[src/rtl/upg_if.sv]
// Instruction-memory programming port driven by the UART loader.
// Holds the programmer reset, write strobe, word address and write data.
interface upg_if;
  logic        upg_rst_o;
  logic        upg_wen_o;
  logic [13:0] upg_adr_o;
  logic [31:0] upg_dat_o;

  modport master (output upg_rst_o, output upg_wen_o, output upg_adr_o, output upg_dat_o);
  modport slave  (input  upg_rst_o, input  upg_wen_o, input  upg_adr_o, input  upg_dat_o);
endinterface

[src/rtl/upg_loader.sv]
// UART boot loader: receives a 16-bit little-endian word count followed by
// 32-bit little-endian words and writes them to instruction memory from address 0.
module upg_loader #(
  parameter int CLK_FREQ_HZ  = 10000000,
  parameter int BAUD         = 115200,
  parameter int TIMEOUT_CLKS = 1000000
) (
  input  logic        clk_i,
  input  logic        reset_i,
  input  logic        start_i,
  input  logic        rx_i,
  upg_if.master       upg,
  output logic        upg_done_o,
  output logic        err_o,
  output logic [14:0] words_o,
  output logic [2:0]  main_state_o,
  output logic [1:0]  rx_state_o,
  output logic        byte_valid_o
);

  // Write port: upg_wen_o is a single-cycle strobe. upg_adr_o/upg_dat_o are
  // valid only in that cycle; the memory has no back-pressure (always ready).

  localparam int BIT_CLKS  = CLK_FREQ_HZ / BAUD;
  localparam int HALF_CLKS = BIT_CLKS / 2;

  typedef enum logic [1:0] {RX_IDLE, RX_START, RX_DATA, RX_STOP} rx_state_t;
  typedef enum logic [2:0] {IDLE, CNT_LO, CNT_HI, DATA, DONE, ERR} main_state_t;

  rx_state_t   rx_state;
  main_state_t state;

  logic        rx_s1, rx_s2, rx_prev;
  logic [15:0] bit_cnt;
  logic [2:0]  bit_idx;
  logic [7:0]  shreg;
  logic        byte_valid;
  logic        frame_err;

  logic [15:0] count;
  logic [15:0] cnt_full;
  logic [1:0]  byte_idx;
  logic [31:0] word;
  logic [31:0] timer;

  assign cnt_full     = {shreg, count[7:0]};
  assign main_state_o = state;
  assign rx_state_o   = rx_state;
  assign byte_valid_o = byte_valid;

  // Receiver: shreg holds the last byte until the next one is shifted in.
  always_ff @(posedge clk_i) begin
    if (reset_i) begin
      rx_s1      <= 1'b1;
      rx_s2      <= 1'b1;
      rx_prev    <= 1'b1;
      rx_state   <= RX_IDLE;
      bit_cnt    <= '0;
      bit_idx    <= '0;
      shreg      <= '0;
      byte_valid <= 1'b0;
      frame_err  <= 1'b0;
    end else begin
      rx_s1      <= rx_i;
      rx_s2      <= rx_s1;
      rx_prev    <= rx_s2;
      byte_valid <= 1'b0;
      frame_err  <= 1'b0;
      case (rx_state)
        RX_IDLE: begin
          bit_cnt <= '0;
          if (rx_prev && !rx_s2) rx_state <= RX_START;
        end
        RX_START: begin
          if (bit_cnt == 16'(HALF_CLKS - 1)) begin
            bit_cnt <= '0;
            bit_idx <= '0;
            rx_state <= rx_s2 ? RX_IDLE : RX_DATA;
          end else begin
            bit_cnt <= bit_cnt + 16'd1;
          end
        end
        RX_DATA: begin
          if (bit_cnt == 16'(BIT_CLKS - 1)) begin
            bit_cnt <= '0;
            shreg   <= {rx_s2, shreg[7:1]};
            if (bit_idx == 3'd7) rx_state <= RX_STOP;
            else bit_idx <= bit_idx + 3'd1;
          end else begin
            bit_cnt <= bit_cnt + 16'd1;
          end
        end
        RX_STOP: begin
          if (bit_cnt == 16'(BIT_CLKS - 1)) begin
            bit_cnt  <= '0;
            rx_state <= RX_IDLE;
            if (rx_s2) byte_valid <= 1'b1;
            else frame_err <= 1'b1;
          end else begin
            bit_cnt <= bit_cnt + 16'd1;
          end
        end
        default: rx_state <= RX_IDLE;
      endcase
    end
  end

  always_ff @(posedge clk_i) begin
    if (reset_i) begin
      state          <= IDLE;
      upg.upg_rst_o  <= 1'b1;
      upg.upg_wen_o  <= 1'b0;
      upg.upg_adr_o  <= '0;
      upg.upg_dat_o  <= '0;
      upg_done_o     <= 1'b0;
      err_o          <= 1'b0;
      words_o        <= '0;
      count          <= '0;
      byte_idx       <= '0;
      word           <= '0;
      timer          <= '0;
    end else begin
      upg.upg_wen_o <= 1'b0;
      case (state)
        IDLE, DONE, ERR: begin
          if (start_i) begin
            state         <= CNT_LO;
            upg.upg_rst_o <= 1'b0;
            upg_done_o    <= 1'b0;
            err_o         <= 1'b0;
            words_o       <= '0;
            byte_idx      <= '0;
            word          <= '0;
            timer         <= '0;
          end
        end
        CNT_LO: begin
          if (frame_err) begin
            state <= ERR; err_o <= 1'b1; upg.upg_rst_o <= 1'b1;
          end else if (byte_valid) begin
            count[7:0] <= shreg;
            timer      <= '0;
            state      <= CNT_HI;
          end
        end
        CNT_HI: begin
          if (frame_err) begin
            state <= ERR; err_o <= 1'b1; upg.upg_rst_o <= 1'b1;
          end else if (byte_valid) begin
            count <= cnt_full;
            timer <= '0;
            if (cnt_full == 16'd0) begin
              state <= DONE; upg_done_o <= 1'b1; upg.upg_rst_o <= 1'b1;
            end else if (cnt_full > 16'd16384) begin
              state <= ERR; err_o <= 1'b1; upg.upg_rst_o <= 1'b1;
            end else begin
              state <= DATA;
            end
          end else if (timer == 32'(TIMEOUT_CLKS - 1)) begin
            state <= ERR; err_o <= 1'b1; upg.upg_rst_o <= 1'b1;
          end else begin
            timer <= timer + 32'd1;
          end
        end
        DATA: begin
          // Completion is decided the cycle after the final write, so the
          // write cycle itself is never masked by the DONE transition.
          if (upg.upg_wen_o && ({1'b0, words_o} == count)) begin
            state <= DONE; upg_done_o <= 1'b1; upg.upg_rst_o <= 1'b1;
          end else if (frame_err) begin
            state <= ERR; err_o <= 1'b1; upg.upg_rst_o <= 1'b1;
          end else if (byte_valid) begin
            timer    <= '0;
            word     <= {shreg, word[31:8]};
            byte_idx <= byte_idx + 2'd1;
            if (byte_idx == 2'd3) begin
              upg.upg_wen_o <= 1'b1;
              upg.upg_adr_o <= words_o[13:0];
              upg.upg_dat_o <= {shreg, word[31:8]};
              words_o       <= words_o + 15'd1;
            end
          end else if (timer == 32'(TIMEOUT_CLKS - 1)) begin
            state <= ERR; err_o <= 1'b1; upg.upg_rst_o <= 1'b1;
          end else begin
            timer <= timer + 32'd1;
          end
        end
        default: begin
          state <= IDLE; upg.upg_rst_o <= 1'b1;
        end
      endcase
    end
  end

endmodule
[src/flat_wrapper.sv]
// flat-port wrapper written by rule: the top's interface ports become plain ports
module upg_loader_flat 
#(
  parameter int CLK_FREQ_HZ  = 10000000,
  parameter int BAUD         = 115200,
  parameter int TIMEOUT_CLKS = 1000000
)
  (clk_i, reset_i, start_i, rx_i, upg_done_o, err_o, words_o, main_state_o, rx_state_o, byte_valid_o, upg_upg_rst_o, upg_upg_wen_o, upg_upg_adr_o, upg_upg_dat_o);
  upg_if upg_i ();
  input  logic clk_i;
  input  logic reset_i;
  input  logic start_i;
  input  logic rx_i;
  output logic upg_done_o;
  output logic err_o;
  output logic [14:0] words_o;
  output logic [2:0] main_state_o;
  output logic [1:0] rx_state_o;
  output logic byte_valid_o;
  output wire logic [$bits(upg_i.upg_rst_o)-1:0] upg_upg_rst_o;
  output wire logic [$bits(upg_i.upg_wen_o)-1:0] upg_upg_wen_o;
  output wire logic [$bits(upg_i.upg_adr_o)-1:0] upg_upg_adr_o;
  output wire logic [$bits(upg_i.upg_dat_o)-1:0] upg_upg_dat_o;
  assign upg_upg_rst_o = upg_i.upg_rst_o;
  assign upg_upg_wen_o = upg_i.upg_wen_o;
  assign upg_upg_adr_o = upg_i.upg_adr_o;
  assign upg_upg_dat_o = upg_i.upg_dat_o;
  upg_loader #(.CLK_FREQ_HZ(CLK_FREQ_HZ), .BAUD(BAUD), .TIMEOUT_CLKS(TIMEOUT_CLKS)) u_core (.clk_i(clk_i), .reset_i(reset_i), .start_i(start_i), .rx_i(rx_i), .upg(upg_i), .upg_done_o(upg_done_o), .err_o(err_o), .words_o(words_o), .main_state_o(main_state_o), .rx_state_o(rx_state_o), .byte_valid_o(byte_valid_o));
endmodule
[config.mk]
export PLATFORM = sky130hd
export DESIGN_NAME = upg_loader_flat
export DESIGN_NICKNAME = d
export VERILOG_FILES = /design/src/rtl/upg_if.sv /design/src/rtl/upg_loader.sv /design/src/flat_wrapper.sv
export SDC_FILE = /design/constraint.sdc
export NUM_CORES = 1
export LEC_CHECK = 0
export CAP_MARGIN = 20
export CORE_MARGIN = 2
export CORE_UTILIZATION = 35
export DETAILED_ROUTE_END_ITERATION = 12
export HOLD_SLACK_MARGIN = 0.15
export MAX_ROUTING_LAYER = met4
export PLACE_DENSITY = 0.57
export SETUP_SLACK_MARGIN = 0.1
export SKIP_LAST_GASP = 1
export SLEW_MARGIN = 10
export SYNTH_ARGS = -nofsm -noshare
export SYNTH_HDL_FRONTEND = slang
export SYNTH_SLANG_ARGS = --single-unit
[constraint.sdc]
create_clock -name clk_i -period 4.1 [get_ports clk_i]
set_clock_uncertainty 0.2 [all_clocks]
set_input_delay 0.615 -clock clk_i [delete_from_list [all_inputs] [get_ports clk_i]]
set_output_delay 0.615 -clock clk_i [all_outputs]
set_load 0.05 [all_outputs]
==> run summary, run 1 <==
Summed over all layers, the global routing overflow is 0. Commonest register cell after synthesis: sky130_fd_sc_hd__dfxtp_1. The first global-routing pass estimated 33.1 mm of wire.

After synthesis, the largest area contributor takes up 44.7% of total cell area. Data arrives at the worst endpoint at 3.13 ns. The critical path buffer and inverter count came out at 0. STA classifies the critical path startpoint as a flip-flop.

The tools report the static leakage as 0.00312 uW. The power density over the cells was 388 mW/mm^2; the switching power as a share of total power was 26.6%. The family with the most delay on the worst path was simple AND/OR/NAND/NOR gates. The critical path crosses 7 cells after its start point. The run gives 2650 uW as the internal portion of total power.

The port buffer count came out at 74. Type of the worst setup path: flip-flop to flip-flop. The post-synthesis instance total is 913, and the detailed-route wire length per cell is 15.8 um. The tools report the initial antenna violation count as 0.

Sequential cells account for 48.2% of the total power. Across the VDD grid, the largest voltage drop is 169 uV. Yosys mapped a number of flops with a built-in enable equal to 0.

For this run, asynchronously set or reset flops after synthesis account for 0%. After detailed routing, the total wire length is 19.9 mm. Number of failing setup endpoints in the final timing report: 0.

The number of different library cells used by synthesis comes to 77. Measured against its own limit, the worst slew margin works out to 42.9%. Setup repair after global routing left no endpoint under its margin.

The row count is 54. Entering global routing, the biggest net connects 54 pins. The final hold violation count is 0. STA classifies the critical path endpoint as a flip-flop. Post-route antenna net violation count: 0. In this run the vertical extent of the chip is 154 um. Synthesis inferred 176 register bits.

For the number of global-route vias before repair, the log shows 6247. The synthesized netlist devotes 17.6% of its cell area to compound gates. For the DRC marker count from the first detailed-route iteration, the log shows 437. The number of antenna diodes in the final layout is 0.

TritonCTS created 17 clock buffers. At the pin with the least slew margin, the transition time is 0.853 ns. Dominant combinational cell family by area after synthesis: simple AND/OR/NAND/NOR gates. After detailed routing, the number of remaining DRC violations is 0. The largest fanout of any net on the critical path is 17, and the clock sink count is 176.

Clock-pin slew was measured on the worst setup and hold paths at 0.07 ns. Walking the worst path, the cells encountered are ha_1 -> and3_1 -> and4_4 -> a211oi_4 -> nor2_2 -> or3_1 -> o41ai_1. For this run, the detailed router's first-pass iteration total came to 5.

The flow ran to the end, and the final reports show no timing, DRC or antenna violations. Summing the areas of all and, or, nand and nor instances in the mapped netlist gives 27.1% of the synthesized area. Of all cell types, the one taking the most synthesized area is sky130_fd_sc_hd__dfxtp_1. The maximum frequency from static timing analysis is 332 MHz. Yosys attributes the largest share of cell area to sky130_fd_sc_hd__dfxtp_1 45%, sky130_fd_sc_hd__nand2_1 8.0%, sky130_fd_sc_hd__a21oi_1 5.7%, sky130_fd_sc_hd__nor2_1 2.8%, sky130_fd_sc_hd__a22o_1 2.8%. The number of warnings printed during yosys synthesis was 0. The highest-delay cell along the critical path was sky130_fd_sc_hd__or3_1. Adding up every negative setup slack in the final design gives 0 ns. The instance count along the most critical hold path works out to 1. The time the final worst path needs with I/O delays and setup came out at 3.01 ns.

The floorplan step set the die width to 154 um. Max-cap violations in this run came to 0. Sum of net half-perimeters after detailed placement: 13.4 mm. The delay of the slowest cell on the worst path works out to 0.56 ns. Relative contribution of combinational cells to total power: 10.0%. In this run the clock root is driven by a sky130_fd_sc_hd__clkbuf_16. The count of hold-fix buffers inserted at cts was 0. For the worst setup path, the data required time is 4.22 ns. The run gives 0 as the max-slew violation count. The area growth from synthesis to layout is 18.3%. After Yosys synthesis, full adders, half adders and majority gates account for 1.27% of the synthesized area. The tools report the count of instances resized after the clock tree is built as 0. The H-tree was split into 4 levels. In the final design database the tool counted 974 nets. The xor and xnor fraction of the mapped netlist area was 3.22%; the global placer's final weighted congestion was 0.835. In this run the deepest clock path goes through 2 buffers.

The tools report the placed standard-cell area as 0.00878 sq mm. TritonCTS built the clock tree. Counting cells, the worst reg-to-reg path comes to 7. At the later pin of the worst-skew pair, clock insertion delay measures 0.42 ns. In the finished design, the share of the clock period the worst path needs comes to 73.5%. Summing every instance area after synthesis gives 0.00788 sq mm. The number of nets in the synthesized netlist came out at 925. At the end of the flow the core is filled with cells to 42.5%. The tightest hold path in the finished design has a slack of 0.211 ns. For this configuration, the core starts out at a cell density of 35.9%. The total routing resource utilization after global routing came out at 17.4%. The min-delay analysis places its worst path in the category flip-flop to flip-flop. Summing the sequential cell areas from Yosys gives 44.7% of the chip area.

The die covers 0.0237 sq mm. Of the cells placed in the final design, the portion with a size suffix greater than 1 is 7.90%. The ratio of routed vias to standard cells works out to 5.41. The mean post-synth cell area was 8.63 sq um; the count of pins on the block boundary was 75.

In this run, the clock network consumes 41.8% of the power. The count of buffers added by post-CTS timing repair for setup is 0. After floorplanning, the core was sized to cover 0.0220 sq mm. The design draws 3610 uW.

For the finished layout cell area, the log shows 0.00932 sq mm. The fill cell total of the finished layout is 2193, and the multiplexer share of the synthesized area is 1.90%. The analysis attributes to net switching a power of 963 uW. For this block, the via count after detailed routing is 6789.
==> metrics by stage <==
stage | std cells | setup WS (ns)
floorplan | 913 | 1.56
global route | 1255 | 0.983
global placement | 1223 | 1.15
finish | 1255 | 1.09
CTS | 1255 | 1.12
detailed placement | 1223 | 1.10
==> cell usage in the layout (no fill, tap or decap), drive strengths merged, types with 12 or more instances in the layout <==
master	synthesis	final
nor4	16	16
mux2i	15	15
nor3	18	18
clkdlybuf4s50	0	73
a21oi	91	91
nor2	62	62
buf	23	12
clkbuf	32	19
nand4	16	16
a22o	25	25
dfxtp	176	176
nand2	168	168
o21ai	19	19
and3	12	12
o211ai	13	13
xor2	22	22
inv	11	13
nand3	40	40
or3	12	12
or4	18	18
==> power by group through the flow <==
stage	Clock [uW]	Sequential [uW]	Combinational [uW]
2_1_floorplan	0	1800	251
3_3_place_gp	0	1780	356
3_5_place_dp	0	1780	358
4_1_cts	1560	1740	359
5_1_grt	1640	1740	392
6_report	1510	1740	361
==> Yosys cell counts, drive strengths merged (6+ instances only) <==
cell type,n
a21oi,91
a22o,25
and3,12
and4,11
buf,23
clkbuf,32
dfxtp,176
ha,8
inv,11
mux2i,15
nand2,168
nand2b,11
nand3,40
nand4,16
nor2,62
nor3,18
nor4,16
nor4b,6
o211ai,13
o21ai,19
o311ai,10
o31ai,9
o41ai,7
or3,12
or4,18
xnor2,7
xor2,22
==> worst register-to-register path, delay by kind of cell (launching register included) <==
kind                       cells  cell delay (ns)
adders and majority gates      1             0.26
and+or+nand+nor                4             1.28
DFF                            1             0.35
AOI/OAI and AO/OA              2             0.82
==> sequential cells by signal (all words and copies together) (netlist names), 2 cells and up, named ones only <==
register / flops
u_core.upg.upg_dat_o: 32
u_core.bit_idx: 3
u_core.word: 24
u_core.main_state_o: 3
u_core.byte_idx: 2
u_core.bit_cnt: 16
u_core.count: 16
u_core.shreg: 8
u_core.upg.upg_adr_o: 14
u_core.timer: 32
u_core.words_o: 15
==> worst paths after layout <==
path / startpoint / slack [ns] / to
worst max-delay path: u_core.timer[0] / 1.09 / u_core.timer[8]
worst min-delay path: u_core.rx_s1 / 0.21 / u_core.rx_s2
worst max register to register: u_core.timer[0] / 1.09 / u_core.timer[8]
worst min register to register: u_core.rx_s1 / 0.21 / u_core.rx_s2
==> layout make-up <==
class	count	area, sq um	area share [%]
Multi-Input combinational cell	671	4040	43.3
Sequential cell	176	3520	37.8
Timing Repair Buffer	85	821	8.81
Clock buffer	19	433	4.64
Tap cell	280	350	3.76
Clock inverter	13	113	1.21
Inverter	11	41.3	0.443
==> cell families after synthesis <==
logic type	after synthesis
multiplexers	15
flip-flops	176
adder cells (fa/ha/maj)	8
XOR/XNOR	29
buffers and inverters	66
AO/OA/AOI/OAI	205
AND/OR/NAND/NOR	414
==> metal layers <==
layer  up-vias  part of all wire, %  track usage (%)
met5         -                    0                -
met4         0                  1.4             6.14
met3        18                  3.7             2.65
met2       172                   46             26.3
met1      3198                   49             23.8
li1       3401                    -                -
Power figures use the tool's default switching activity.
==> run 2: changes to the inputs <==
Settings changed: PLACE_DENSITY 0.57 to 0.59.
Clock period 4.1 ns to 2.75 ns, I/O delays scaled along.
==> run 2 against run 1 <==
First-iteration DRC count increased by 3.9%. Register-to-register slack worse by 0.86 ns. Sequential cell count unchanged. Sequential power grew 48%. Critical path type unchanged. Cell area rose by 4.5%. Via count grew 2.7%. Core utilization rose by 1.9 points. Non-clock buffer count rose by 40. Maximum frequency up 19%. Wire length up 3.3%. Sequential share of layout area is 1.6 points lower.
==> run summary, run 2 (synthesized netlist as in run 1, its figures left out) <==
The final critical path takes up 91.8% of the cycle. Along the worst path, the maximum fanout reaches 11. The setup slack of the worst register-to-register path was 0.22 ns; the initial antenna violation count was 0. The H-tree generated during clock tree synthesis spans 4 levels. Counting the fill cells in the layout gives 2140.

The amount of wire on met3 after detailed routing came out at 880 um. The count of pins on the block boundary was 75. In this run the critical register-to-register path is launched from u_core.timer[0].

The type of the worst setup path is flip-flop to flip-flop. The most common cell after layout, fill and taps aside is sky130_fd_sc_hd__dfxtp_1. Compared with the post-synthesis result, the final layout area differs by 23.5%. The run gives 0.43 ns as the worst-skew pair later-pin latency. Measured along the y axis, the die boundary spans 154 um. The detail route stage leaves a number of antenna-violating nets equal to 0.

The worst register-to-register path has a depth of 8. The finished layout cell area came out at 0.00974 sq mm. For this block, the initial DRC count from the detailed router was 454. The logs give 0.00352 sq mm for the sequential cell area in the final layout and 2.68 ns for the data arrival at the endpoint of the critical path. Counting the buffers created by CTS gives 17.

VDD sags by at most 390 uV. The maximum number of pins on one net before global-route repair is 47, and the global placer's final weighted congestion is 0.919. Headroom to the max-slew limit came out at 54.2%. The total length of routed wires is 20.5 mm, and the instance count along the most critical hold path is 2. Dividing total power by cell area gives a power density of 588 mW/mm^2.

The worst setup path is captured at a flip-flop. The path category of the worst min-delay check was input port to flip-flop. Walking the worst path, the cells encountered are ha_1 -> and3_1 -> and4_4 -> a211oi_4 -> nor2_2 -> buf_4 -> or4_1 -> a21oi_1. The final routed DRC violation total came out at 0. The slew at the pin with the worst max-slew slack is 0.678 ns. The run gives 396 MHz as the maximum frequency from static timing analysis. The number of antenna repair diodes was 0.

The largest buffer count on any clock path is 2, and the total grt overflow is 0. The tools report the row count as 54. STA classifies the critical path startpoint as a flip-flop.

The first global-routing pass estimated 33.7 mm of wire. The path with the worst hold slack has its endpoint at u_core.shreg[7]. In this run the worst setup path begins at u_core.timer[0]. Summing all multi-input logic gate instances after layout gives 0.00406 sq mm. The sum of net half-perimeters after detailed placement is 14.0 mm, and the final hold violation count is 0. For the max-slew violation count, the log shows 0.

The number of global-route vias before repair came out at 6423. The library cells used most frequently in the layout, excluding fill and tap cells, are 176 x sky130_fd_sc_hd__dfxtp_1, 166 x sky130_fd_sc_hd__nand2_1, 90 x sky130_fd_sc_hd__a21oi_1. The highest metal layer carrying signal wires in the routed design is met4. The total routing resource utilization after global routing was 17.9%. After detailed placement, the total cell area comes to 0.00909 sq mm. The core area is 0.0220 sq mm.

The effective utilization at floorplan is 35.9%. Setup repair after global routing left no endpoint under its margin. After detailed routing, the average wire length per cell comes to 15.9 um. Clock tree synthesis selected as its root buffer the cell sky130_fd_sc_hd__clkbuf_16. The time the final worst path needs with I/O delays and setup was 2.53 ns; the horizontal die dimension was 154 um. Setup violations remaining at the end of the flow were counted as 0. The logs give 6972 for the via count of the routed design and 0 for the count of buffers added by post-CTS timing repair for setup. The clock sink count is 176, and the static leakage is 0.00337 uW. The fraction of final layout cells with drive strength greater than 1 was 11.6%. Capturing point of the worst reg2reg path: u_core.timer[11]. Detailed-routing iteration count for the pre-antenna-repair pass: 5. Adding up every negative setup slack in the final design gives 0 ns. The largest registers in the layout are u_core.timer (32), u_core.upg.upg_dat_o (32), u_core.word (24).

The run finished with clean final reports. The largest individual stage delay along the critical path comes from the cell sky130_fd_sc_hd__or4_1. After detailed routing, the number of vias per cell comes to 5.39. After detailed routing, the met2 layer carries 9.30 mm of wire. For this run, the slowest stage of the critical path takes 0.50 ns. For this block, wires on met1 add up to 9.89 mm.

In this run the tool buffered the top-level ports with 74 buffer cells. The clock input transition at the sequential cells of the worst setup and hold paths works out to 0.07 ns. The run gives 0.0237 sq mm as the die footprint. TritonCTS built the clock tree.

STA puts the critical path data required time at 2.90 ns. Net total in the final layout: 1014. The startpoint identified for the worst hold timing path is reset_i.

The number of max-cap violations came out at 0.
run 2: cell count changes in the layout (fill, tap and decap cells not counted), moves of 2 or more:
cell,delta
sky130_fd_sc_hd__buf_12,+3
sky130_fd_sc_hd__buf_4,+37
sky130_fd_sc_hd__bufinv_16,+2
sky130_fd_sc_hd__clkbuf_8,+3
sky130_fd_sc_hd__clkinv_2,-5
run 2: how the worst max path moves through the flow:
stage | end | slack (ns) | cells after the start
4_1_cts | u_core.upg.upg_adr_o[0] | 0.15 | 6
6_report | u_core.timer[11] | 0.22 | 8
2_1_floorplan | u_core.timer[1] | 0.21 | 9
5_1_grt | u_core.timer[28] | 0.10 | 8
3_5_place_dp | u_core.upg.upg_adr_o[0] | 0.16 | 6
3_3_place_gp | u_core.timer[3] | 0.19 | 7
run 2: what timing repair did:
item                                    4_1_cts  5_1_grt
endpoints found under the setup margin        0       45
gates resized for setup                       0        5
hold buffers                                  0        0
run 2: worst max-delay path: cells and delay by family, from the launching register on:
kind / cells / cell delay, ns
buf+inv: 1 / 0.18
fa+ha+maj: 1 / 0.25
simple gates: 4 / 1.06
flops: 1 / 0.35
compound gates: 2 / 0.41
run 2: area by class of cell:
cell class                 instances  share of cell area [%]
sequential                       176                    36.2
tap                              280                    3.60
multi-input combinational        671                    41.7
clock buffer                      22                    4.87
timing repair buffer             125                    11.9
clock inverter                     8                    1.34
inverter                          11                   0.424
run 2: power breakdown:
group / leakage (uW) / switching (uW) / total [uW] / internal (uW)
Combinational: 0.00167 / 425 / 633 / 208
Sequential: 0.00142 / 18.7 / 2580 / 2570
Clock: 0.000285 / 1010 / 2510 / 1500
run 2: through the flow:
step / total power [uW] / setup slack [ns] / hold slack (ns) / util (%) / std cells
6_report: 5720 / 0.224 / 0.193 / 44.3 / 1293
5_1_grt: 5940 / 0.103 / 0.214 / 44.3 / 1293
4_1_cts: 5760 / 0.148 / 0.185 / 44.1 / 1292
3_5_place_dp: 3260 / 0.158 / 0.197 / 41.4 / 1262
3_3_place_gp: 3260 / 0.186 / 0.193 / 41.4 / 1262
2_1_floorplan: 3060 / 0.213 / 0.189 / - / 913
run 2: per-layer routing:
| metal | track usage (%) | vias up |
|---|---|---|
| met5 | - | - |
| met4 | 6.72 | 0 |
| met3 | 2.90 | 31 |
| met2 | 27.6 | 173 |
| met1 | 23.7 | 3287 |
| li1 | - | 3481 |
==> run 3: changes to the inputs <==
Settings changed: CORE_MARGIN 2 to 4.
==> run 3 against run 2 <==
Global-route usage decreased by 1.0 points. Core utilization decreased by 0.15 points. Clock-buffer cell count unchanged. Critical path depth decreased by 2. Register-to-register slack improved by 0.07 ns. Sequential share of layout area increased by 0.13 points. Setup slack improved by 0.071 ns.
==> run summary, run 3 (synthesized netlist as in run 1, its figures left out) <==
The tools report the count of pins on the block boundary as 75. Across all layers, the routed design uses 6922 vias. The logs give 293 uV for the peak supply drop and 0.295 ns for the setup slack after layout.

From left edge to right edge, the die measures 158 um. Clock-pin slew was measured on the worst setup and hold paths at 0.07 ns. The critical path goes through xor2_1 -> nor4_4 -> nand4_4 -> o31a_1 -> or4_1 -> nand2_1.

Across all register-to-register paths, the minimum setup slack is 0.30 ns. TritonCTS built the clock tree. Summed over all layers, the global routing overflow is 0. Setup repair after global routing left no endpoint under its margin. In the final layout, the share of cells above drive strength 1 is 11.4%. The logs give 2.62 ns for the data arrival at the endpoint of the critical path and 0.43 ns for the worst-skew pair later-pin latency.

Setup violations remaining at the end of the flow were counted as 0. The number of H-tree levels is 4. STA classifies the critical path startpoint as a flip-flop. The tools report the clock sink count as 176. The static leakage was 0.00335 uW; the largest fanout of any net on the critical path was 8. Ratio of routed vias to standard cells: 5.36.

The total length of routed wires was 20.4 mm; the count of hold-fix buffers inserted at cts was 0. The clock passes through at most 2 buffers. The count of nets left with antenna violations once routing finished came out at 0. For the final routed database, the setup TNS stands at 0 ns.

In this run the tightest slew margin relative to its limit is 58.8%. Path category of the worst min-delay check: flip-flop to flip-flop. The tools report the DRC marker count from the first detailed-route iteration as 359. Measured along the y axis, the die boundary spans 158 um. The first global-routing pass estimated 33.2 mm of wire. The die footprint is 0.0250 sq mm, and the port buffer count is 74. Number of max-cap violations: 0. In this design, the stage delay of the slowest critical-path cell is 0.50 ns. The share of the clock period used by the worst path after layout came out at 89.3%. The library cell used most frequently in the layout, excluding fill and tap cells, is sky130_fd_sc_hd__dfxtp_1.

The effective utilization at floorplan was 35.9%. In the layout the commonest cells are 176 x sky130_fd_sc_hd__dfxtp_1, 166 x sky130_fd_sc_hd__nand2_1, 90 x sky130_fd_sc_hd__a21oi_1. The number of clock buffers added by TritonCTS is 17.

The power density over the cells is 584 mW/mm^2. The time the final worst path needs with I/O delays and setup is 2.45 ns, and the final hold slack is 0.211 ns. The finished layout cell area was 0.00970 sq mm; the global placer's final weighted congestion was 0.901. Detailed placement finished with a half-perimeter wire length of 14.0 mm. The max-slew violation count is 0. For the worst setup path, the data required time is 2.91 ns. The number of antenna repair diodes is 0, and the row count is 54. The first detailed-routing pass took 5 iterations. The largest registers in the layout are u_core.timer (32), u_core.upg.upg_dat_o (32), u_core.word (24). The run finished with clean final reports. The fill cell total of the finished layout is 2114. OpenSTA, run right after detailed placement, puts the worst setup slack at 0.153 ns. The run gives 0 as the initial antenna violation count.

The detailed-route wire length per cell was 15.8 um. The type of the worst setup path is flip-flop to flip-flop. In this run the cell area measured after placement is 0.00907 sq mm. The final layout contains 1012 nets. The tools report the number of global-route vias before repair as 6322. The final total power is 5670 uW.

For the core area, the log shows 0.0220 sq mm. Master cell of the clock root buffer: sky130_fd_sc_hd__clkbuf_16. The kind of end point of the critical path was a flip-flop. For the pin with the worst max-slew slack, the measured transition is 0.613 ns.

Compared with the post-synthesis result, the final layout area differs by 23.1%. Post-CTS timing repair inserted 0 buffers for setup. The slowest stage of the critical path is the sky130_fd_sc_hd__or4_1 cell. For the final hold violation count, the log shows 0. In the global route stage, overall resource usage came out at 16.9%. Derived from the worst setup path, the maximum achievable clock frequency is 407 MHz.

Entering global routing, the biggest net connects 47 pins. In the routed design, unresolved DRC markers number 0.
[run 3: where the power goes]
group	internal (uW)	switching, uW	leakage (uW)
Combinational	196	420	0.00165
Clock	1480	992	0.000283
Sequential	2570	20.2	0.00142
[run 3: critical path: cells and delay by family (launching register included)]
family           cells  cell delay [ns]
XOR/XNOR             1             0.17
AO/OA/AOI/OAI        1             0.41
flip-flops           1             0.48
AND/OR/NAND/NOR      4             1.13
[run 3: final cells by class]
type | count | area [sq um] | area share (%)
clock buffer | 22 | 464 | 4.78
clock inverter | 8 | 131 | 1.35
inverter | 11 | 41.3 | 0.425
multi-input combinational | 671 | 4050 | 41.7
sequential | 176 | 3520 | 36.3
tap | 280 | 350 | 3.61
timing repair buffer | 123 | 1140 | 11.8
[run 3: path summary, 6_finish.rpt]
path	to	depth (start not counted)	start
hold / removal	u_core.rx_s2	1	u_core.rx_s1
setup / recovery	u_core.timer[21]	6	u_core.words_o[5]
setup reg to reg	u_core.timer[21]	6	u_core.words_o[5]
hold reg to reg	u_core.rx_s2	1	u_core.rx_s1
[run 3: layer usage]
metal	track usage (%)	up-vias	wire length [um]	share of wire [%]
li1	-	3486	-	-
met3	3.06	19	929	4.6
met4	4.75	0	263	1.3
met5	-	-	0	0
met1	22.9	3259	9870	48
met2	26.1	158	9310	46
[run 3: per-stage QoR]
stage / util, % / cells
after floorplan: - / 913
after global placement: 41.3 / 1260
after detailed placement: 41.3 / 1260
after CTS: 44.0 / 1290
after global routing: 44.2 / 1291
final: 44.2 / 1291
[run 3: what timing repair did]
item / 4_1_cts / 5_1_grt
pin swaps: 1 / 0
gates resized for setup: 0 / 3
endpoints found under the setup margin: 1 / 34
